$ cat src/rtl/mem_lsu.sv
// Memory-access stage: passes ALU results through to mem_wb and runs a
// request/acknowledge transaction to data RAM for loads and stores.
module mem_lsu #(
  parameter int unsigned TIMEOUT = 16
) (
  input  logic        clk,
  input  logic        rst,
  input  logic [4:0]  ex_wd,
  input  logic        ex_wreg,
  input  logic [31:0] ex_wdata,
  input  logic [31:0] ex_hi,
  input  logic [31:0] ex_lo,
  input  logic        ex_whilo,
  input  logic [3:0]  ex_memop,
  input  logic [31:0] ex_addr,
  input  logic        stall_hold,
  output logic [4:0]  mem_wd,
  output logic        mem_wreg,
  output logic [31:0] mem_wdata,
  output logic [31:0] mem_hi,
  output logic [31:0] mem_lo,
  output logic        mem_whilo,
  output logic        stallreq,
  output logic        ram_req,
  output logic        ram_we,
  output logic [31:0] ram_addr,
  output logic [3:0]  ram_sel,
  output logic [31:0] ram_wdata,
  input  logic [31:0] ram_rdata,
  input  logic        ram_ack,
  output logic        excp_misalign,
  output logic        excp_buserr
);

  typedef enum logic [1:0] {S_IDLE, S_WAIT, S_HOLD} state_e;

  localparam logic [7:0] LAST_WAIT = 8'(TIMEOUT - 1);

  state_e      state_q, state_d;
  logic [7:0]  cnt_q, cnt_d;
  logic [4:0]  lat_wd_q, lat_wd_d;
  logic        lat_wreg_q, lat_wreg_d;
  logic [31:0] lat_wdata_q, lat_wdata_d;
  logic [31:0] lat_hi_q, lat_hi_d;
  logic [31:0] lat_lo_q, lat_lo_d;
  logic        lat_whilo_q, lat_whilo_d;

  logic        is_byte, is_half, is_word, is_load, is_store;
  logic        misalign, access;
  logic [3:0]  sel;
  logic [31:0] bus_wdata;
  logic [7:0]  byte_lane;
  logic [15:0] half_lane;
  logic [31:0] load_data;

  logic [4:0]  o_wd;
  logic        o_wreg;
  logic [31:0] o_wdata;
  logic [31:0] o_hi;
  logic [31:0] o_lo;
  logic        o_whilo;
  logic        o_req;
  logic        o_stall;
  logic        o_misalign;
  logic        o_buserr;
  logic        done;

  // Opcode decode, alignment check and big-endian lane selection.
  always_comb begin
    is_byte  = (ex_memop == 4'd1) || (ex_memop == 4'd2) || (ex_memop == 4'd6);
    is_half  = (ex_memop == 4'd3) || (ex_memop == 4'd4) || (ex_memop == 4'd7);
    is_word  = (ex_memop == 4'd5) || (ex_memop == 4'd8);
    is_load  = (ex_memop >= 4'd1) && (ex_memop <= 4'd5);
    is_store = (ex_memop >= 4'd6) && (ex_memop <= 4'd8);
    misalign = (is_half && ex_addr[0]) || (is_word && (ex_addr[1:0] != 2'b00));
    access   = (is_load || is_store) && !misalign;

    sel = 4'b1111;
    if (is_byte)      sel = 4'b1000 >> ex_addr[1:0];
    else if (is_half) sel = ex_addr[1] ? 4'b0011 : 4'b1100;

    bus_wdata = ex_wdata;
    if (is_byte)      bus_wdata = {4{ex_wdata[7:0]}};
    else if (is_half) bus_wdata = {2{ex_wdata[15:0]}};

    case (ex_addr[1:0])
      2'd0:    byte_lane = ram_rdata[31:24];
      2'd1:    byte_lane = ram_rdata[23:16];
      2'd2:    byte_lane = ram_rdata[15:8];
      default: byte_lane = ram_rdata[7:0];
    endcase
    half_lane = ex_addr[1] ? ram_rdata[15:0] : ram_rdata[31:16];

    case (ex_memop)
      4'd1:    load_data = {{24{byte_lane[7]}}, byte_lane};
      4'd2:    load_data = {24'd0, byte_lane};
      4'd3:    load_data = {{16{half_lane[15]}}, half_lane};
      4'd4:    load_data = {16'd0, half_lane};
      default: load_data = ram_rdata;
    endcase
  end

  // Transaction control; `done` marks any completion or abort cycle.
  always_comb begin
    state_d     = state_q;
    cnt_d       = cnt_q;
    o_wd        = ex_wd;
    o_wreg      = ex_wreg && !is_store;
    o_wdata     = ex_wdata;
    o_hi        = ex_hi;
    o_lo        = ex_lo;
    o_whilo     = ex_whilo;
    o_req       = 1'b0;
    o_stall     = 1'b0;
    o_misalign  = 1'b0;
    o_buserr    = 1'b0;
    done        = 1'b0;

    case (state_q)
      S_IDLE: begin
        if (misalign && (is_load || is_store)) begin
          o_misalign = 1'b1;
          o_wreg     = 1'b0;
          done       = 1'b1;
        end else if (access) begin
          o_req = 1'b1;
          if (ram_ack) begin
            if (is_load) o_wdata = load_data;
            done = 1'b1;
          end else begin
            o_stall = 1'b1;
            state_d = S_WAIT;
            cnt_d   = 8'd1;
          end
        end
      end
      S_WAIT: begin
        o_req = 1'b1;
        if (ram_ack) begin
          if (is_load) o_wdata = load_data;
          done = 1'b1;
        end else if (cnt_q == LAST_WAIT) begin
          o_req    = 1'b0;
          o_buserr = 1'b1;
          o_wreg   = 1'b0;
          done     = 1'b1;
        end else begin
          o_stall = 1'b1;
          cnt_d   = cnt_q + 8'd1;
        end
      end
      S_HOLD: begin
        o_wd    = lat_wd_q;
        o_wreg  = lat_wreg_q;
        o_wdata = lat_wdata_q;
        o_hi    = lat_hi_q;
        o_lo    = lat_lo_q;
        o_whilo = lat_whilo_q;
        if (!stall_hold) state_d = S_IDLE;
      end
      default: state_d = S_IDLE;
    endcase

    if (done) begin
      cnt_d   = 8'd0;
      state_d = stall_hold ? S_HOLD : S_IDLE;
    end

    lat_wd_d    = done ? o_wd    : lat_wd_q;
    lat_wreg_d  = done ? o_wreg  : lat_wreg_q;
    lat_wdata_d = done ? o_wdata : lat_wdata_q;
    lat_hi_d    = done ? o_hi    : lat_hi_q;
    lat_lo_d    = done ? o_lo    : lat_lo_q;
    lat_whilo_d = done ? o_whilo : lat_whilo_q;
  end

  always_ff @(posedge clk or negedge rst) begin
    if (!rst) begin
      state_q     <= S_IDLE;
      cnt_q       <= 8'd0;
      lat_wd_q    <= 5'd0;
      lat_wreg_q  <= 1'b0;
      lat_wdata_q <= 32'd0;
      lat_hi_q    <= 32'd0;
      lat_lo_q    <= 32'd0;
      lat_whilo_q <= 1'b0;
    end else begin
      state_q     <= state_d;
      cnt_q       <= cnt_d;
      lat_wd_q    <= lat_wd_d;
      lat_wreg_q  <= lat_wreg_d;
      lat_wdata_q <= lat_wdata_d;
      lat_hi_q    <= lat_hi_d;
      lat_lo_q    <= lat_lo_d;
      lat_whilo_q <= lat_whilo_d;
    end
  end

  // Everything is forced low while reset is held, so a pending request drops at once.
  always_comb begin
    mem_wd        = rst ? o_wd       : 5'd0;
    mem_wreg      = rst && o_wreg;
    mem_wdata     = rst ? o_wdata    : 32'd0;
    mem_hi        = rst ? o_hi       : 32'd0;
    mem_lo        = rst ? o_lo       : 32'd0;
    mem_whilo     = rst && o_whilo;
    stallreq      = rst && o_stall;
    ram_req       = rst && o_req;
    ram_we        = rst && o_req && is_store;
    ram_addr      = (rst && o_req) ? {ex_addr[31:2], 2'b00} : 32'd0;
    ram_sel       = (rst && o_req) ? sel : 4'd0;
    ram_wdata     = (rst && o_req && is_store) ? bus_wdata : 32'd0;
    excp_misalign = rst && o_misalign;
    excp_buserr   = rst && o_buserr;
  end

endmodule
$ cat config.mk
export PLATFORM = sky130hd
export DESIGN_NAME = mem_lsu
export DESIGN_NICKNAME = d
export VERILOG_FILES = /design/src/rtl/mem_lsu.sv
export SDC_FILE = /design/constraint.sdc
export NUM_CORES = 1
export LEC_CHECK = 0
export ABC_AREA = 0
export CAP_MARGIN = 20
export CELL_PAD_IN_SITES_DETAIL_PLACEMENT = 1
export CELL_PAD_IN_SITES_GLOBAL_PLACEMENT = 1
export CORE_MARGIN = 10
export CORE_UTILIZATION = 32
export CTS_CLUSTER_DIAMETER = 50
export DETAILED_ROUTE_END_ITERATION = 10
export PLACE_DENSITY_LB_ADDON = 0.1
export SYNTH_ARGS = -nofsm -noshare
export SYNTH_HDL_FRONTEND = slang
export SYNTH_SLANG_ARGS = --single-unit
$ cat constraint.sdc
create_clock -name clk -period 5 [get_ports clk]
set_input_delay 1.5 -clock clk [delete_from_list [all_inputs] [get_ports clk]]
set_output_delay 1.5 -clock clk [all_outputs]
set_load 0.1 [all_outputs]
## Yosys cells after proc, flatten, opt, wreduce, memory -nomap -nowiden

Cells that the tools add are included.

| storage, ports and cells | value |
|---|---|
| output and inout bits | 176 |
| register bits | 113 |
| logic and storage cells | 125 |
| input bits | 175 |

| operators by class | value |
|---|---|
| add/sub/neg operators | 1 |
| reduce and logical (&&, ||, !) cells | 29 |
| equal/unequal tests | 20 |
| muxes and demuxes | 62 |
| magnitude comparators | 4 |
| shift operators | 1 |

Operators by type and width:

| cell | number |
|---|---|
| 32-bit two-way mux | 13 |
| 32-bit case mux with 4 select lines | 1 |
| 32-bit case mux with 3 select lines | 1 |
| 8-bit two-way mux | 6 |
| 8-bit case mux with 3 select lines | 1 |
| 1-bit two-way mux | 21 |
| 3-bit inequality test, second input constant | 6 |
| 4-bit by 3-bit equality test with 1-bit output, second input constant | 4 |
| 16-bit two-way mux | 1 |
| 4-bit two-way mux | 4 |
| 8-bit case mux with 2 select lines | 1 |
| 1-bit logical AND | 14 |
| 2-bit two-way mux | 6 |
| 5-bit two-way mux | 2 |
| 8-bit by 1-bit adder with 8-bit output, second input constant | 1 |
| 4-bit by 2-bit equality test with 1-bit output, second input constant | 2 |
| 8-bit by 4-bit equality test with 1-bit output, second input constant | 1 |
| 1-bit logical OR | 7 |
| 1-bit case mux with 2 select lines | 3 |
| 2-bit case mux with 3 select lines | 1 |
| 6-bit AND reduction | 1 |
| 5-bit AND reduction | 1 |
| 2-bit by 1-bit equality test with 1-bit output, second input constant | 2 |
| 2-bit equality test, second input constant | 2 |
| 13 further kinds | 15 |

## Longest topological paths before layout

| depth | value |
|---|---|
| depth in word-level cells | 13 |
| mapped depth | 10 |
| gate-level depth less buffers | 7 |

## Least setup slack after synthesis

Ideal clock, no wire load.

| timing | value |
|---|---|
| path kind | input -> output |
| start point | input port ex_memop[0] |
| end point | output port ram_sel[0] |
| arrival time | 4.820 ns |
| setup slack | -1.320 ns |
| stages | 8 |
| required time | 3.500 ns |
| path buffers | 3 |
| cells stage by stage | buf_4 or2_1 or2_2 a21oi_4 or2_2 clkbuf_1 buf_2 a211oi_1 |

| on the way | value |
|---|---|
| cells in the longest elaborated chain, start to end | 12 |
| elaborated cells between the ends (all ways) | 33 |
| classes of those cells | order compare (4); eq/ne (8); mux (6); reduce/logical (15) |

RTL lines:

| what | RTL line | RTL |
|---|---|---|
| start, declared | 14 | `input logic [3:0] ex_memop,` |
| 4-bit by 2-bit equality test with 1-bit output or 4-bit by 3-bit equality test with 1-bit output (tied branches) | 71 | `is_half = (ex_memop == 4'd3) \|\| (ex_memop == 4'd4) \|\| (ex_memop == 4'd7);` |
| 1-bit logical OR (2 in a row) | 71 |  |
| 1-bit logical AND | 75 | `misalign = (is_half && ex_addr[0]) \|\| (is_word && (ex_addr[1:0] != 2'b00));` |
| 1-bit logical OR | 75 |  |
| 1-bit logical NOT | 76 | `access = (is_load \|\| is_store) && !misalign;` |
| 1-bit logical AND | 76 |  |
| 1-bit two-way mux | 125 | `end else if (access) begin` |
| 1-bit two-way mux | 121 | `if (misalign && (is_load \|\| is_store)) begin` |
| 1-bit case mux with 2 select lines | 119 | `case (state_q)` |
| 1-bit logical AND | 211 | `ram_sel = (rst && o_req) ? sel : 4'd0;` |
| 4-bit two-way mux (*) | 211 |  |
| end, declared | 27 | `output logic [3:0] ram_sel,` |

Every way passes the cells marked *; elsewhere a longest branch is shown, timed or not.

## Worst setup path in the final report

| timing | value |
|---|---|
| start point | input port ex_memop[2] |
| end point | output port mem_wdata[3] |

| on the way | value |
|---|---|
| cells in the longest elaborated chain, start to end | 11 |
| elaborated cells between the ends (all ways) | 30 |
| classes of those cells | order compare (4); eq/ne (7); mux (7); reduce/logical (12) |

RTL lines:

| what | RTL line | RTL |
|---|---|---|
| parallel branches: the longest is 9 deep, another holds 4-bit by 1-bit >= comparator with 1-bit output | n/a |  |
| 32-bit case mux with 3 select lines (*) | 119 |  |
| 32-bit two-way mux (*) | 203 | `mem_wdata = rst ? o_wdata : 32'd0;` |
| end, declared | 19 | `output logic [31:0] mem_wdata,` |

Mark *: on every way between the ends.

==> metrics <==
leak pwr 0.00751 uW; GRT Util Overall 0.256; Area Growth Syn to Fin 102%; post-route insts no fill 1,941; worst-skew pair later-pin latency 0.42 ns; Syn Area/Cell 8.43 sq um; first-pass GRT wire length 71,400 um; num ports 351; critical path class primary input to primary output; DR vias/cell 5.51; Seq cells post-synth 113; endpoints failing setup 83; vias in the first global route 11.5k; H-tree depth 4; Yosys top cell area share 0.317; Internal 3500 uW; Hold Path Class register to register; final hold slack 0.487 ns; violated checks negative setup slack; Seq/Total Area, Yosys 0.317; crit share post-route 1.03; Crit path arrival time 3.66 ns; nets@finish 1,726; run status finished with violations; Switch Pwr 2850 uW; Tightest Pin Transition 0.674 ns; deepest clock path buffer count 2; peak fanout along the critical path 7; clock network fraction of total power 0.200; CTS tree yes; Layout fillers 2,887; Syn. warnings 0; CP startpoint kind primary input; Slew Viols, Final 0; global placer's final weighted congestion 0.910; core area 0.0276 sq mm; Tmin final 5.16 ns; r2r setup slk 1.10 ns; Worst Slack Setup Final -0.160 ns; CTS sink count 113; top post-synthesis cells by area dfrtp_1, nand2_1, mux2_1, mux2_2, a21boi_0; post-DR wirelength/cell 25.3 um; Max Cap Viol 0; placed cell count 1,838; Peak VDD IR 0.000251 V; crit path capture type primary output; post-route ant nets 0; PwrDens 351 mW/mm^2; pin count of the biggest net entering global routing 106; Post-DP HPWL 34,000 um; synth cell count leaders nand2_1, dfrtp_1, a21boi_0; Row Count 61; Root Buffer clkbuf_16; total die area 0.0350 sq mm; initial drt markers 745; Seq pwr share 0.227; clk slew on worst S/H paths 0.06 ns; share of cells above drive strength 1 0.444; Clock Skews 0.0204 ns; number of port buffers 348; final hold violation count 0; Post-synth EDFFs 0; required time at the worst-slack endpoint 3.50 ns; post-synth top area cell dfrtp_1; hold buffer count at cts 0; global route overflow 0; leading register cell type out of synthesis dfrtp_1; antenna fix cells 0; Worst slew margin 0.550; DIE HEIGHT 187 um; TritonCTS Buffers 17; DRC viols 0; combinational share of power 0.573; Finished Core Util 0.654; top-count cell post-synth nand2_1; initial antenna violation count 2; switch share 0.448; cell area after synthesis 0.00893 sq mm; DRT Pass-1 Iters 7; via count 10.7k; Mapped Cells 1,059; Initial Utilization 0.323; Synth cell types 73; ys async rst share 1.00; Routed WL 49,000 um; Achievable Freq 0.194 GHz; Die W 187 um; RSZ-0062 raised after global routing true
[stage by stage]
step                worst slack, ns  power [uW]  setup TNS (ns)  instance area (sq um)
detailed placement           -0.558        4720          -44.22                  15900
CTS                          -0.116        6170           -3.39                  17400
global placement             -0.508        4630          -38.05                  15900
finish                       -0.160        6350           -5.08                  18100
floorplan                    -0.666        3450           -8.08                   9520
global route                 -0.205        6600          -10.30                  18100
[power groups by stage]
| stage | sequential, uW | combinational, uW | clock, uW |
|---|---|---|---|
| finish | 1440 | 3640 | 1270 |
| floorplan | 1380 | 2070 | 0 |
| detailed placement | 1450 | 3270 | 0 |
| global placement | 1410 | 3220 | 0 |
| global route | 1490 | 3790 | 1320 |
| CTS | 1430 | 3450 | 1290 |
[state kept, by name (all words and copies together) (netlist names)]
register     flops
cnt_q            8
lat_lo_q        32
lat_wd_q         5
lat_whilo_q      1
lat_hi_q        32
lat_wreg_q       1
state_q          2
lat_wdata_q     32
[worst max-delay path, stage by stage]
cell and delay, ns:
buf_12 0.11, buf_12 0.13, a21boi_4 0.14, buf_4 0.13
o211ai_1 0.21, buf_4 0.19, a41oi_2 0.13, buf_6 0.18
nand2_2 0.10, buf_12 0.15, mux2i_2 0.31, and2_4 0.20
buf_12 0.17
[repair_timing]
item / in CTS / in global routing
endpoints found under the setup margin: 103 / 100
gates cloned: 8 / 2
gates resized for setup: 139 / 94
hold endpoints to repair: 0 / 0
pin swaps: 52 / 36
buffers inserted: 44 / 25
[routing by layer]
metal / up-vias / track usage / routed length, um / part of all wire
met4: 4 / 0.0701 / 1430 / 0.029
met5: - / 0 / 26 / 0.00053
met1: 5384 / 0.296 / 19000 / 0.39
met3: 98 / 0.0735 / 3850 / 0.079
li1: 4748 / - / - / -
met2: 468 / 0.450 / 24700 / 0.50
[layout by cell type, fill, tap and decap left out, types with 5 or more instances in the layout]
cell type,n
mux2i_1,32
dlygate4sd2_1,5
a222oi_1,5
buf_6,20
nand2_2,6
buf_12,198
o211ai_1,14
nor3_4,5
and2_4,47
nor2_4,11
o21ai_0,39
mux2_2,48
a2bb2oi_2,5
nand3_1,23
clkbuf_16,19
nand2b_1,7
buf_16,5
a21boi_0,6
nor2b_4,13
o21ai_4,8
o2bb2ai_2,9
clkdlybuf4s50_1,161
nand2_1,202
a21oi_4,24
a22oi_1,7
nor2b_1,11
mux2i_2,6
buf_4,158
buf_8,5
mux2_1,50
o21ai_2,5
clkinv_4,5
nor2_1,50
a21boi_1,61
a21oi_1,28
a31o_2,5
dfrtp_1,113
o211a_2,6
[cells by family (layout without fill, tap and decap cells)]
| kind of cell | Yosys count | in the layout | share of synthesized area |
|---|---|---|---|
| buffers and inverters | 96 | 598 | 0.0539 |
| XOR/XNOR | 1 | 1 | 0.000981 |
| multiplexers | 142 | 142 | 0.175 |
| AO/OA/AOI/OAI | 286 | 286 | 0.230 |
| adder cells (fa/ha/maj) | 1 | 1 | 0.00140 |
| AND/OR/NAND/NOR | 419 | 420 | 0.222 |
| flip-flops | 113 | 113 | 0.317 |
| other | 1 | 2 | 0.000420 |
[path summary, 6_finish.rpt]
kind / from / to / cells after the start
max: ex_memop[2] / mem_wdata[3] / 13
min: lat_lo_q[31] / lat_lo_q[31] / 1
max reg2reg: state_q[0] / lat_wdata_q[1] / 22
min reg2reg: lat_lo_q[31] / lat_lo_q[31] / 1
max in group asynchronous: rst / lat_lo_q[21] / 2
min in group asynchronous: rst / lat_wdata_q[15] / 2
[cell type report]
cell class,count,area (sq um),area share
Tap cell,378,473,0.0262
Multi-Input combinational cell,852,6790,0.376
Timing Repair inverter,1,11.3,0.000624
Clock inverter,14,155,0.00859
Timing Repair Buffer,557,7320,0.405
Inverter,8,42.5,0.00236
Sequential cell,113,2830,0.157
Clock buffer,18,439,0.0243
Power figures use the tool's default switching activity.
